==> src/rtl/id_stage_ctrl.sv <==
// Decode-stage controller: classifies fetched instructions, holds the ID pipeline
// register for EX, and owns stall, flush and load-use bubble insertion.
module id_stage_ctrl #(
   parameter int N     = 32,
   parameter int CNT_W = 16
) (
   input  logic             clk,
   input  logic             rst_n,
   input  logic             if_valid,
   input  logic [N-1:0]     if_instr,
   input  logic [N-1:0]     if_pc,
   output logic             if_ready,
   input  logic             ex_ready,
   input  logic             flush,
   output logic             id_valid,
   output logic [N-1:0]     id_instr,
   output logic [N-1:0]     id_pc,
   output logic [1:0]       id_imm_sel,
   output logic [4:0]       id_rs1,
   output logic [4:0]       id_rs2,
   output logic [4:0]       id_rd,
   output logic             id_is_load,
   output logic             id_is_jal,
   output logic             id_illegal,
   output logic [CNT_W-1:0] bubble_cnt,
   output logic [1:0]       dbg_state
);

   // Handshake: an instruction moves IF->ID on a rising edge where if_valid and
   // if_ready are both high; the ID entry retires to EX on an edge with id_valid
   // and ex_ready high. if_ready never depends on if_valid.

   typedef enum logic [1:0] {
      ST_EMPTY  = 2'd0,
      ST_FULL   = 2'd1,
      ST_STALL  = 2'd2,
      ST_BUBBLE = 2'd3
   } state_e;

   localparam logic [6:0] OPC_LOAD   = 7'b0000011;
   localparam logic [6:0] OPC_OP_IMM = 7'b0010011;
   localparam logic [6:0] OPC_JALR   = 7'b1100111;
   localparam logic [6:0] OPC_SYSTEM = 7'b1110011;
   localparam logic [6:0] OPC_STORE  = 7'b0100011;
   localparam logic [6:0] OPC_BRANCH = 7'b1100011;
   localparam logic [6:0] OPC_LUI    = 7'b0110111;
   localparam logic [6:0] OPC_AUIPC  = 7'b0010111;
   localparam logic [6:0] OPC_JAL    = 7'b1101111;
   localparam logic [6:0] OPC_OP     = 7'b0110011;

   state_e           state_q, state_d;
   logic             id_valid_q, id_valid_d;
   logic [N-1:0]     id_instr_q, id_instr_d;
   logic [N-1:0]     id_pc_q, id_pc_d;
   logic [1:0]       id_imm_sel_q, id_imm_sel_d;
   logic [4:0]       id_rs1_q, id_rs1_d;
   logic [4:0]       id_rs2_q, id_rs2_d;
   logic [4:0]       id_rd_q, id_rd_d;
   logic             id_is_load_q, id_is_load_d;
   logic             id_is_jal_q, id_is_jal_d;
   logic             id_illegal_q, id_illegal_d;
   logic [CNT_W-1:0] bubble_cnt_q, bubble_cnt_d;

   logic [6:0] opcode;
   logic [1:0] dec_imm_sel;
   logic [4:0] dec_rd;
   logic       dec_load, dec_jal, dec_illegal;
   logic       uses_rs1, uses_rs2;
   logic       hazard, accept;

   assign opcode = if_instr[6:0];

   always_comb begin
      dec_imm_sel = 2'd0;
      dec_rd      = if_instr[11:7];
      dec_load    = 1'b0;
      dec_jal     = 1'b0;
      dec_illegal = 1'b0;
      uses_rs1    = 1'b1;
      uses_rs2    = 1'b0;
      unique case (opcode)
         OPC_LOAD:             dec_load = 1'b1;
         OPC_OP_IMM, OPC_JALR: ;
         // CSR immediate forms (funct3[2]=1) carry a zimm in the rs1 field
         OPC_SYSTEM:           uses_rs1 = ~if_instr[14];
         OPC_STORE: begin
            dec_imm_sel = 2'd1;
            dec_rd      = 5'd0;
            uses_rs2    = 1'b1;
         end
         OPC_BRANCH: begin
            dec_imm_sel = 2'd2;
            dec_rd      = 5'd0;
            uses_rs2    = 1'b1;
         end
         OPC_LUI, OPC_AUIPC: begin
            dec_imm_sel = 2'd3;
            uses_rs1    = 1'b0;
         end
         OPC_JAL: begin
            dec_jal  = 1'b1;
            uses_rs1 = 1'b0;
         end
         OPC_OP:               uses_rs2 = 1'b1;
         default:              dec_illegal = 1'b1;
      endcase
   end

   assign hazard = id_valid_q & id_is_load_q & (id_rd_q != 5'd0) &
                   ((uses_rs1 & (if_instr[19:15] == id_rd_q)) |
                    (uses_rs2 & (if_instr[24:20] == id_rd_q)));

   assign if_ready = rst_n & ~flush & ~hazard & (~id_valid_q | ex_ready);
   assign accept   = if_valid & if_ready;

   always_comb begin
      state_d      = state_q;
      id_valid_d   = id_valid_q;
      id_instr_d   = id_instr_q;
      id_pc_d      = id_pc_q;
      id_imm_sel_d = id_imm_sel_q;
      id_rs1_d     = id_rs1_q;
      id_rs2_d     = id_rs2_q;
      id_rd_d      = id_rd_q;
      id_is_load_d = id_is_load_q;
      id_is_jal_d  = id_is_jal_q;
      id_illegal_d = id_illegal_q;
      bubble_cnt_d = bubble_cnt_q;
      if (flush) begin
         // Fields are left untouched; only the valid bit is killed
         id_valid_d = 1'b0;
         state_d    = ST_EMPTY;
      end else if (accept) begin
         id_valid_d   = 1'b1;
         id_instr_d   = if_instr;
         id_pc_d      = if_pc;
         id_imm_sel_d = dec_imm_sel;
         id_rs1_d     = if_instr[19:15];
         id_rs2_d     = if_instr[24:20];
         id_rd_d      = dec_rd;
         id_is_load_d = dec_load;
         id_is_jal_d  = dec_jal;
         id_illegal_d = dec_illegal;
         state_d      = ST_FULL;
      end else if (hazard & id_valid_q & ex_ready) begin
         id_valid_d   = 1'b0;
         bubble_cnt_d = (&bubble_cnt_q) ? bubble_cnt_q : bubble_cnt_q + CNT_W'(1);
         state_d      = ST_BUBBLE;
      end else if (id_valid_q & ex_ready) begin
         id_valid_d = 1'b0;
         state_d    = ST_EMPTY;
      end else if (id_valid_q) begin
         state_d = ST_STALL;
      end else begin
         state_d = ST_EMPTY;
      end
   end

   always_ff @(posedge clk) begin
      if (!rst_n) begin
         state_q      <= ST_EMPTY;
         id_valid_q   <= 1'b0;
         id_instr_q   <= '0;
         id_pc_q      <= '0;
         id_imm_sel_q <= 2'd0;
         id_rs1_q     <= 5'd0;
         id_rs2_q     <= 5'd0;
         id_rd_q      <= 5'd0;
         id_is_load_q <= 1'b0;
         id_is_jal_q  <= 1'b0;
         id_illegal_q <= 1'b0;
         bubble_cnt_q <= '0;
      end else begin
         state_q      <= state_d;
         id_valid_q   <= id_valid_d;
         id_instr_q   <= id_instr_d;
         id_pc_q      <= id_pc_d;
         id_imm_sel_q <= id_imm_sel_d;
         id_rs1_q     <= id_rs1_d;
         id_rs2_q     <= id_rs2_d;
         id_rd_q      <= id_rd_d;
         id_is_load_q <= id_is_load_d;
         id_is_jal_q  <= id_is_jal_d;
         id_illegal_q <= id_illegal_d;
         bubble_cnt_q <= bubble_cnt_d;
      end
   end

   assign id_valid   = id_valid_q;
   assign id_instr   = id_instr_q;
   assign id_pc      = id_pc_q;
   assign id_imm_sel = id_imm_sel_q;
   assign id_rs1     = id_rs1_q;
   assign id_rs2     = id_rs2_q;
   assign id_rd      = id_rd_q;
   assign id_is_load = id_is_load_q;
   assign id_is_jal  = id_is_jal_q;
   assign id_illegal = id_illegal_q;
   assign bubble_cnt = bubble_cnt_q;
   assign dbg_state  = state_q;

endmodule

==> config.mk <==
export PLATFORM = sky130hd
export DESIGN_NAME = id_stage_ctrl
export DESIGN_NICKNAME = d
export VERILOG_FILES = /design/src/rtl/id_stage_ctrl.sv
export SDC_FILE = /design/constraint.sdc
export NUM_CORES = 1
export LEC_CHECK = 0
export ABC_AREA = 1
export BUFFER_PORTS_ARGS = -buffer_cell sky130_fd_sc_hd__buf_2
export CORE_UTILIZATION = 51
export DETAILED_ROUTE_END_ITERATION = 10
export PLACE_DENSITY_LB_ADDON = 0.15
export SYNTH_ARGS = -nofsm -noshare
export SYNTH_HDL_FRONTEND = slang
export SYNTH_SLANG_ARGS = --single-unit
==> constraint.sdc <==
create_clock -name clk -period 2.7 [get_ports clk]
set_input_delay 0.54 -clock clk [delete_from_list [all_inputs] [get_ports clk]]
set_output_delay 0.54 -clock clk [all_outputs]
set_load 0.01 [all_outputs]
==> metrics, run 1 <==
area of the die=between 8000 and 9000 um2; Compound-Gate Fraction of Synth Area=0.136; Crit path required time=2980 ps; largest family of logic cells by synthesized area=simple AND/OR/NAND/NOR gates; # nets final=around 770; critical path data arrival time=2670 ps; r2r endpoint=bubble_cnt[5]$_SDFFE_PN0P_; Comb power frac=0.106; Layout area overhead=25.1%; Crit Path Max Fanout=15; diode count=0; initial antenna violation count=0; detailed placer's ending HPWL=7320 um; core area=between 7000 and 8000 um2; CP startpoint kind=flop; via count of the first global-routing pass=around 3.7k; Clock Power Share=0.337; max_cap viols=0; Internal Power=1.88 mW; Final Hold Vio Count=0; Worst-path clk slew=approximately 100 ps; GR Overflow Total=0; hold_buf cts=0; peak supply drop=~410 uV; die width=between 90 and 100 um; setup repair bufs after CTS=0; fin. max-slew vios=0; number of remaining DRC errors=0; CTS tree=built; Worst Skew=approximately 14 ps; Avg WL per Cell=roughly 13 um; final wirelength=between 10000 and 15000 um; Synth Instances=547; drt first pass iters=4; first-pass GRT wire length=roughly 17000 um; Netlist cell types=25; Resize count post-CTS=0; total CTS buffers=9; Max Root-Sink Buffers=2; largest net degree at the start of global routing=77; Mapped Nets=between 600 and 700; Reg power frac=0.557; IO Port Bufs=~170; setup TNS=0 ps; antenna-violating nets left=0; Finished Core Util=0.675; # IOs=about 170; net switching power=696 uW; Avg Synthesized Cell Area=7.34 um2; register area share after synthesis=0.464; run status=finished, final reports clean; Yosys Warn Count=0; CTS sink cnt=93; Critical R2R Launch=bubble_cnt[0]$_SDFFE_PN0P_; Lkg Pwr=around 2.3 nW; row count=31; xor/xnor share of the synthesized area=0.0371; cell area power density=approximately 510 nW/um2; area share of fa/ha/maj cells after synthesis=0.00312; Synth Area in Simple Gates=0.272; starting density of the core=0.539; Hold Path Class=input port to flop; mux share of post-synthesis cell area=0; synthesized area=approximately 4000 um2; RSZ-0062 raised after global routing=false; Period minus WS final=between 2000 and 2500 ps; clk_lat worst skew=between 300 and 400 ps; routed vias=~4.1k; root buf cell=clkbuf_8; Yosys reg bits=93; GP Congestion=roughly 0.86; H-tree Lvls=3; drt initial violations=169; Tot GR Track Use=0.251; r2r setup slk=310 ps; Rel. slew slack=0.478; Die Y=approximately 91 um; Worst Hold Path Cells=3; Worst setup startpoint=bubble_cnt[0]$_SDFFE_PN0P_; Tightest Pin Transition=about 800 ps; Setup crit end=bubble_cnt[5]$_SDFFE_PN0P_; Crit Path Category=flop to flop; Sw Share=0.270; Setup-failing EPs final=0; period utilization=0.885; layout cell share with drive strength beyond 1=0.289; vias per inst=between 5 and 6; Max Clock Freq=between 400 and 500 MHz; CP endpoint kind=flop; R2R depth=9
power groups by stage:
stage | Combinational (mW) | Clock [mW] | Sequential [mW]
after floorplan | 0.135 | 0 | 1.48
after global placement | 0.269 | 0 | 1.46
after detailed placement | 0.274 | 0 | 1.46
after CTS | 0.274 | 0.893 | 1.43
after global routing | 0.303 | 0.967 | 1.44
final | 0.272 | 0.868 | 1.43
how the worst min path moves through the flow:
stage | start | endpoint | slack (ps)
detailed placement | id_instr[29]$_SDFFE_PN0P_ | id_instr[29]$_SDFFE_PN0P_ | 450
global route | if_pc[29] | id_pc[29]$_SDFFE_PN0P_ | 390
CTS | if_pc[23] | id_pc[23]$_SDFFE_PN0P_ | 390
floorplan | id_illegal$_SDFFE_PN0P_ | id_illegal$_SDFFE_PN0P_ | 490
finish | if_pc[23] | id_pc[23]$_SDFFE_PN0P_ | 400
global placement | id_pc[27]$_SDFFE_PN0P_ | id_pc[27]$_SDFFE_PN0P_ | 450
worst max-delay path: stages, from the launching register on:
cell	delay (ps)
dfxtp_1	440
ha_1	220
nand2_1	80
nor2_1	200
nand2_1	140
nor2_1	120
nand3b_1	440
nand3_2	430
nand2_1	110
a21oi_1	140
flip-flops by register name, indices dropped and copies added, names as in the netlist:
| name | flops |
|---|---|
| id_is_jal | 1 |
| id_imm_sel | 2 |
| bubble_cnt | 16 |
| dbg_state | 2 |
| id_pc | 32 |
| id_illegal | 1 |
| id_instr | 32 |
| id_is_load | 1 |
| id_rd | 5 |
| id_valid | 1 |
synthesized netlist by cell type (all sizes together):
library cell | instances | area [um2]
xnor2 | 9 | 78.8
nor2 | 34 | 130
nor3 | 6 | 30.0
a21boi | 1 | 7.51
nand3 | 21 | 123
xor2 | 8 | 70.1
o21bai | 1 | 7.51
nand4 | 19 | 119
nand3b | 2 | 15.0
a21oi | 92 | 460
o21ai | 13 | 65.1
nand2 | 179 | 677
clkbuf | 14 | 52.6
inv | 28 | 105
ha | 1 | 12.5
dfxtp | 93 | 1860
buf | 25 | 193
a211oi | 1 | 7.51
cells by family after synthesis:
| logic type | after synthesis |
|---|---|
| buffers and inverters | 67 |
| adder cells (fa/ha/maj) | 1 |
| XOR/XNOR | 17 |
| AO/OA/AOI/OAI | 108 |
| AND/OR/NAND/NOR | 261 |
| flip-flops | 93 |
layout make-up:
type,instances,area [um2]
Fill cell,721,2420
Sequential cell,93,1860
Multi-Input combinational cell,387,1800
Timing Repair Buffer,179,951
Clock buffer,10,128
Tap cell,99,124
Inverter,28,105
Clock inverter,6,52.6
through the flow:
step	area (um2)	hold slack, ps	instances	power, mW	worst slack, ps
3_5_place_dp	4840	453	786	1.74	169
2_1_floorplan	4020	488	547	1.62	768
5_1_grt	5020	386	802	2.71	37.2
4_1_cts	5020	390	802	2.60	339
6_report	5020	404	802	2.57	311
3_3_place_gp	4840	449	786	1.73	186
cells in the final DEF, fill, tap and decap left out, types with 2 or more instances in the layout:
cell type  count
nand3b_1       2
o21ai_0       13
clkbuf_8       9
xor2_1         8
nand2_1      177
nand4_1       19
nand2_2        2
buf_4          4
xnor2_1        9
inv_1         24
buf_2        172
dfxtp_1       93
buf_12         3
a21oi_1       92
inv_2          4
nor2_1        33
nand3_1       19
nor3_1         6
inv_6          5
metal layers:
layer / global-route usage / wire length [um] / share of wire
met1: 0.280 / 4240 / 0.42
met2: 0.456 / 4940 / 0.49
met3: 0.0816 / 740 / 0.074
met4: 0.0618 / 113 / 0.011
met5: 0 / 0 / 0
No activity file was read; power rests on OpenSTA's default activity.
==> run 2: changes to the inputs <==
PLACE_DENSITY = 0.85   (was not set)
PLACE_DENSITY_LB_ADDON = not set   (was 0.15)
SETUP_SLACK_MARGIN = 0.1   (was not set)
==> metrics, run 2 (synthesis results as in run 1) <==
critical path data arrival time=1690 ps (was 2670 ps); Lkg Pwr=2.35 nW (was 2.33 nW); core area=7450 um2 (unchanged); Internal Power=2.06 mW (was 1.88 mW); GR Overflow Total=0 (unchanged); vias per inst=5.12 (was 5.06); largest net degree at the start of global routing=77 (unchanged); layout cell share with drive strength beyond 1=0.290 (was 0.289); total CTS buffers=9 (unchanged); run status=finished, final reports clean (unchanged); Hold Path Class=input port to flop (unchanged); hold_buf cts=0 (unchanged); Fill cells=654 (was 721); most frequent cells in the layout=177 x nand2_1, 172 x buf_2, 93 x dfxtp_1 (unchanged); antenna-violating nets left=0 (unchanged); Finished Core Util=0.680 (was 0.675); period utilization=0.826 (was 0.885); Comb power frac=0.100 (was 0.106); Final Hold Vio Count=0 (unchanged); CP Cell Sequence=buf_2 -> inv_2 -> nor2_1 -> inv_1 -> a21oi_1 -> a21boi_0 -> buf_2 (was ha_1 -> nand2_1 -> nor2_1 -> nand2_1 -> nor2_1 -> nand3b_1 -> nand3_2 -> nand2_1 -> a21oi_1); Tightest Pin Transition=769 ps (was 783 ps); max_cap viols=0 (unchanged); Rel. slew slack=0.487 (was 0.478); routed vias=4113 (was 4058); RSZ-0062 raised after global routing=false (unchanged); drt initial violations=190 (was 169); Critical R2R Launch=id_rd[0]$_SDFFE_PN0P_ (was bubble_cnt[0]$_SDFFE_PN0P_); cell type group with the largest total delay on the critical path=buffers and inverters (was simple AND/OR/NAND/NOR gates); Design Area, Final=5060 um2 (was 5020 um2); diode count=0 (unchanged); CP max stage cell=buf_2 (was dfxtp_1); drt first pass iters=4 (unchanged); Reg power frac=0.530 (was 0.557); via count of the first global-routing pass=3751 (was 3743); cell area power density=534 nW/um2 (was 512 nW/um2); net switching power=640 uW (was 696 uW); Die Y=90.7 um (unchanged); area of the die=8230 um2 (unchanged); Crit Path Max Fanout=15 (unchanged); first-pass GRT wire length=16700 um (about the same); Max Root-Sink Buffers=2 (unchanged); Worst setup startpoint=rst_n (was bubble_cnt[0]$_SDFFE_PN0P_); WP buf/inv=4 (was 0); H-tree Lvls=3 (unchanged); CP startpoint kind=input port (was flop); root buf cell=clkbuf_8 (unchanged); Worst Hold Slack=428 ps (was 404 ps); Crit Path Category=input port to output pin (was flop to flop); CTS sink cnt=93 (unchanged); # IOs=173 (unchanged); row count=31 (unchanged); Clock Power Share=0.370 (was 0.337); fin. max-slew vios=0 (unchanged); peak supply drop=463 uV (was 406 uV); starting density of the core=0.539 (unchanged); number of remaining DRC errors=0 (unchanged); placed cell areas=4820 um2 (was 4840 um2); GP Congestion=0.859 (was 0.857); Max Clock Freq=448 MHz (was 419 MHz); Worst-path clk slew=90 ps (was 100 ps); Avg WL per Cell=12.7 um (was 12.5 um); Worst Skew=15.3 ps (was 14.2 ps); die width=90.7 um (unchanged); IO Port Bufs=172 (unchanged); Layout area overhead=26.1% (was 25.1%); Tot GR Track Use=0.249 (was 0.251); setup TNS=0 ps (unchanged); Setup-failing EPs final=0 (unchanged); hold path start=if_pc[23] (unchanged); largest stage delay on the critical path=270 ps (was 440 ps); Period minus WS final=2230 ps (was 2390 ps); Crit path required time=2160 ps (was 2980 ps); clk_lat worst skew=350 ps (was 370 ps); CTS tree=built (unchanged); commonest non-fill, non-tap cell in the layout=nand2_1 (unchanged); Sw Share=0.237 (was 0.270); initial antenna violation count=0 (unchanged); CP dominant cell by count=buf_2 (was nand2_1); CP endpoint kind=output pin (was flop); detailed placer's ending HPWL=7270 um (was 7320 um); final wirelength=10200 um (was 10000 um); # nets final=770 (was 768)
==> run 2: cell types whose count changed in the layout (fill, tap and decap cells not counted), sizes merged <==
cell      delta
clkinvlp     +1
clkbuf       +1
bufinv       +2
inv          -5
buf          +2
==> run 2: per-layer routing <==
metal	wire length, um	global-route usage	vias to the layer above
met5	0	0	-
met1	4260	0.299	1830
met3	808	0.0631	29
met2	4770	0.419	181
li1	-	-	2073
met4	323	0.106	0
==> run 2: per-stage QoR <==
stage / power, mW / cells / worst slack [ps]
6_report: 2.70 / 803 / 470
5_1_grt: 2.83 / 803 / 315
4_1_cts: 2.72 / 800 / 328
3_5_place_dp: 1.73 / 785 / 236
3_3_place_gp: 1.73 / 785 / 281
2_1_floorplan: 1.62 / 547 / 768
==> run 2: path summary, 6_finish.rpt <==
path / to / slack [ps] / cells after the start
setup reg to reg: bubble_cnt[1]$_SDFFE_PN0P_ / 510 / 13
hold / removal: id_pc[23]$_SDFFE_PN0P_ / 430 / 3
hold reg to reg: id_pc[15]$_SDFFE_PN0P_ / 460 / 2
setup / recovery: if_ready / 470 / 7
==> run 2: worst min-delay path, cell delays in order <==
cell and delay, ps:
buf_2 100, nand2_1 50, a21oi_1 50
==> run 2: area by class of cell <==
| class | instances | area [um2] | area share |
|---|---|---|---|
| Timing Repair Buffer | 181 | 953 | 0.188 |
| Clock buffer | 11 | 141 | 0.0279 |
| Multi-Input combinational cell | 387 | 1800 | 0.356 |
| Inverter | 28 | 105 | 0.0208 |
| Tap cell | 99 | 124 | 0.0245 |
| Sequential cell | 93 | 1860 | 0.368 |
| Clock inverter | 4 | 72.6 | 0.0143 |
==> run 2: timing repair <==
item / 4_1_cts / 5_1_grt
resized for setup: 0 / 0
buffers inserted: 0 / 3
endpoints found under the setup margin: 0 / 14
==> run 2: power by group through the flow <==
stage	combinational, mW	sequential, mW	clock, mW
after global placement	0.264	1.46	0
after global routing	0.301	1.44	1.09
after floorplan	0.135	1.48	0
final	0.270	1.43	1.00
after detailed placement	0.271	1.46	0
after CTS	0.272	1.43	1.01
==> run 3: changes to the inputs <==
CORE_UTILIZATION = 48   (was 51)
PLACE_DENSITY = 0.81   (was 0.85)
clock period = 2.3 ns   (was 2.7 ns; I/O delays follow)
==> metrics, run 3 (synthesis results as in run 1) <==
Worst Hold Slack=346 ps (was 428 ps); Avg WL per Cell=13.1 um (was 12.7 um); Final Hold Vio Count=0 (unchanged); final wirelength=10600 um (was 10200 um); H-tree Lvls=3 (unchanged); Die Y=93.5 um (was 90.7 um); die width=93.5 um (was 90.7 um); Tightest Pin Transition=769 ps (about the same); drt initial violations=174 (was 190); antenna-violating nets left=0 (unchanged); period utilization=0.907; most frequent cells in the layout=177 x nand2_1, 172 x buf_2, 92 x a21oi_1, 92 x dfxtp_1, 33 x nor2_1 (was 177 x nand2_1, 172 x buf_2, 93 x dfxtp_1); row count=32 (was 31); final worst slack=214 ps (was 470 ps); fin. max-slew vios=0 (unchanged); critical path data arrival time=1630 ps (was 1690 ps); RSZ-0062 raised after global routing=false (unchanged); starting density of the core=0.506 (was 0.539); Layout area overhead=27.1% (was 26.1%); Lkg Pwr=2.37 nW (was 2.35 nW); commonest non-fill, non-tap cell in the layout=nand2_1 (unchanged); CP Cell Sequence=buf_2 -> nor2_1 -> nand2_1 -> nor3_2 -> nor2_1 -> nand2_1 -> nand2_2 -> a21boi_1 -> buf_2 (was buf_2 -> inv_2 -> nor2_1 -> inv_1 -> a21oi_1 -> a21boi_0 -> buf_2); peak supply drop=325 uV (was 463 uV); max_cap viols=0 (unchanged); via count of the first global-routing pass=3762 (was 3751); Place WS=79.1 ps (was 236 ps); setup TNS=0 ps (unchanged); CP startpoint kind=input port (unchanged); # IOs=173 (unchanged); Period minus WS final=~2100 ps; Setup-failing EPs final=0 (unchanged); vias per inst=5.05 (was 5.12); core area=7930 um2 (was 7450 um2); Crit Path Category=input port to output pin (unchanged); initial antenna violation count=0 (unchanged); area of the die=8730 um2 (was 8230 um2); total CTS buffers=9 (unchanged); detailed placer's ending HPWL=7470 um (was 7270 um); number of remaining DRC errors=0 (unchanged); Worst Skew=13.2 ps (was 15.3 ps); routed vias=4093 (was 4113); largest net degree at the start of global routing=77 (unchanged); Hold Path Class=input port to flop (unchanged); GP Congestion=0.860 (was 0.859); cell area power density=623 nW/um2 (was 534 nW/um2); diode count=0 (unchanged); Finished Core Util=0.644 (was 0.680); Crit path required time=1840 ps (was 2160 ps); CP max stage cell=a21boi_1 (was buf_2); largest stage delay on the critical path=190 ps (was 270 ps); Cell Count, Final, Fillers Out=811 (was 803); Pwr Total=3.18 mW (was 2.70 mW); drt first pass iters=4 (unchanged); run status=finished, final reports clean (unchanged); CTS tree=built (unchanged); Rel. slew slack=0.487 (about the same); IO Port Bufs=172 (unchanged); Post-Place Cells=793 (was 785); # nets final=775 (was 770); root buf cell=clkbuf_8 (unchanged); Tot GR Track Use=0.242 (was 0.249); clk_lat worst skew=350 ps (about the same); Design Area, Final=5100 um2 (was 5060 um2); first-pass GRT wire length=17100 um (was 16700 um); Worst-path clk slew=90 ps (about the same); GR Overflow Total=0 (unchanged); Max Root-Sink Buffers=2 (unchanged); layout cell share with drive strength beyond 1=0.298 (was 0.290); Max Clock Freq=between 400 and 500 MHz; CTS sink cnt=93 (unchanged); Crit Path Max Fanout=6 (was 15); CP endpoint kind=output pin (unchanged); placed cell areas=4850 um2 (was 4820 um2)
==> run 3: cell types whose count changed in the layout (fill, tap and decap cells not counted), sizes merged <==
cell / change
buf: +5
==> run 3: what timing repair did <==
action	4_1_cts	5_1_grt
setup endpoints to repair	0	17
resized for setup	0	4
buffers inserted	0	3
hold buffers	0	0
==> run 3: where the power goes <==
group	switching (mW)	internal, mW	total, mW
Combinational	0.188	0.131	0.319
Sequential	0.0273	1.66	1.68
Clock	0.544	0.635	1.18
Total	0.759	2.42	3.18
==> run 3: worst paths after layout <==
check / start / end / slack (ps) / depth (start not counted)
setup / recovery: if_instr[2] / if_ready / 210 / 9
hold / removal: if_pc[23] / id_pc[23]$_SDFFE_PN0P_ / 350 / 3
setup reg to reg: id_rd[1]$_SDFFE_PN0P_ / bubble_cnt[7]$_SDFFE_PN0P_ / 370 / 13
hold reg to reg: id_instr[27]$_SDFFE_PN0P_ / id_instr[27]$_SDFFE_PN0P_ / 460 / 2
==> run 3: metal layers <==
| metal | part of all wire | vias to the layer above | wire (um) | track usage |
|---|---|---|---|---|
| li1 | - | 2087 | - | - |
| met1 | 0.42 | 1836 | 4500 | 0.299 |
| met2 | 0.49 | 160 | 5260 | 0.419 |
| met3 | 0.070 | 10 | 743 | 0.0504 |
| met4 | 0.012 | 0 | 132 | 0.0795 |
| met5 | 0 | - | 0 | 0 |
==> run 3: area by class of cell <==
| type | count | area, um2 |
|---|---|---|
| clock buffer | 11 | 141 |
| clock inverter | 4 | 72.6 |
| fill | 724 | 2820 |
| inverter | 28 | 105 |
| multi-input combinational | 387 | 1820 |
| sequential | 93 | 1860 |
| tap | 102 | 128 |
| timing repair buffer | 186 | 978 |
==> run 3: worst max-delay path: cells and delay by family <==
kind | cells | cell delay [ps]
and+or+nand+nor | 6 | 710
buffers and inverters | 2 | 270
AOI/OAI and AO/OA | 1 | 190
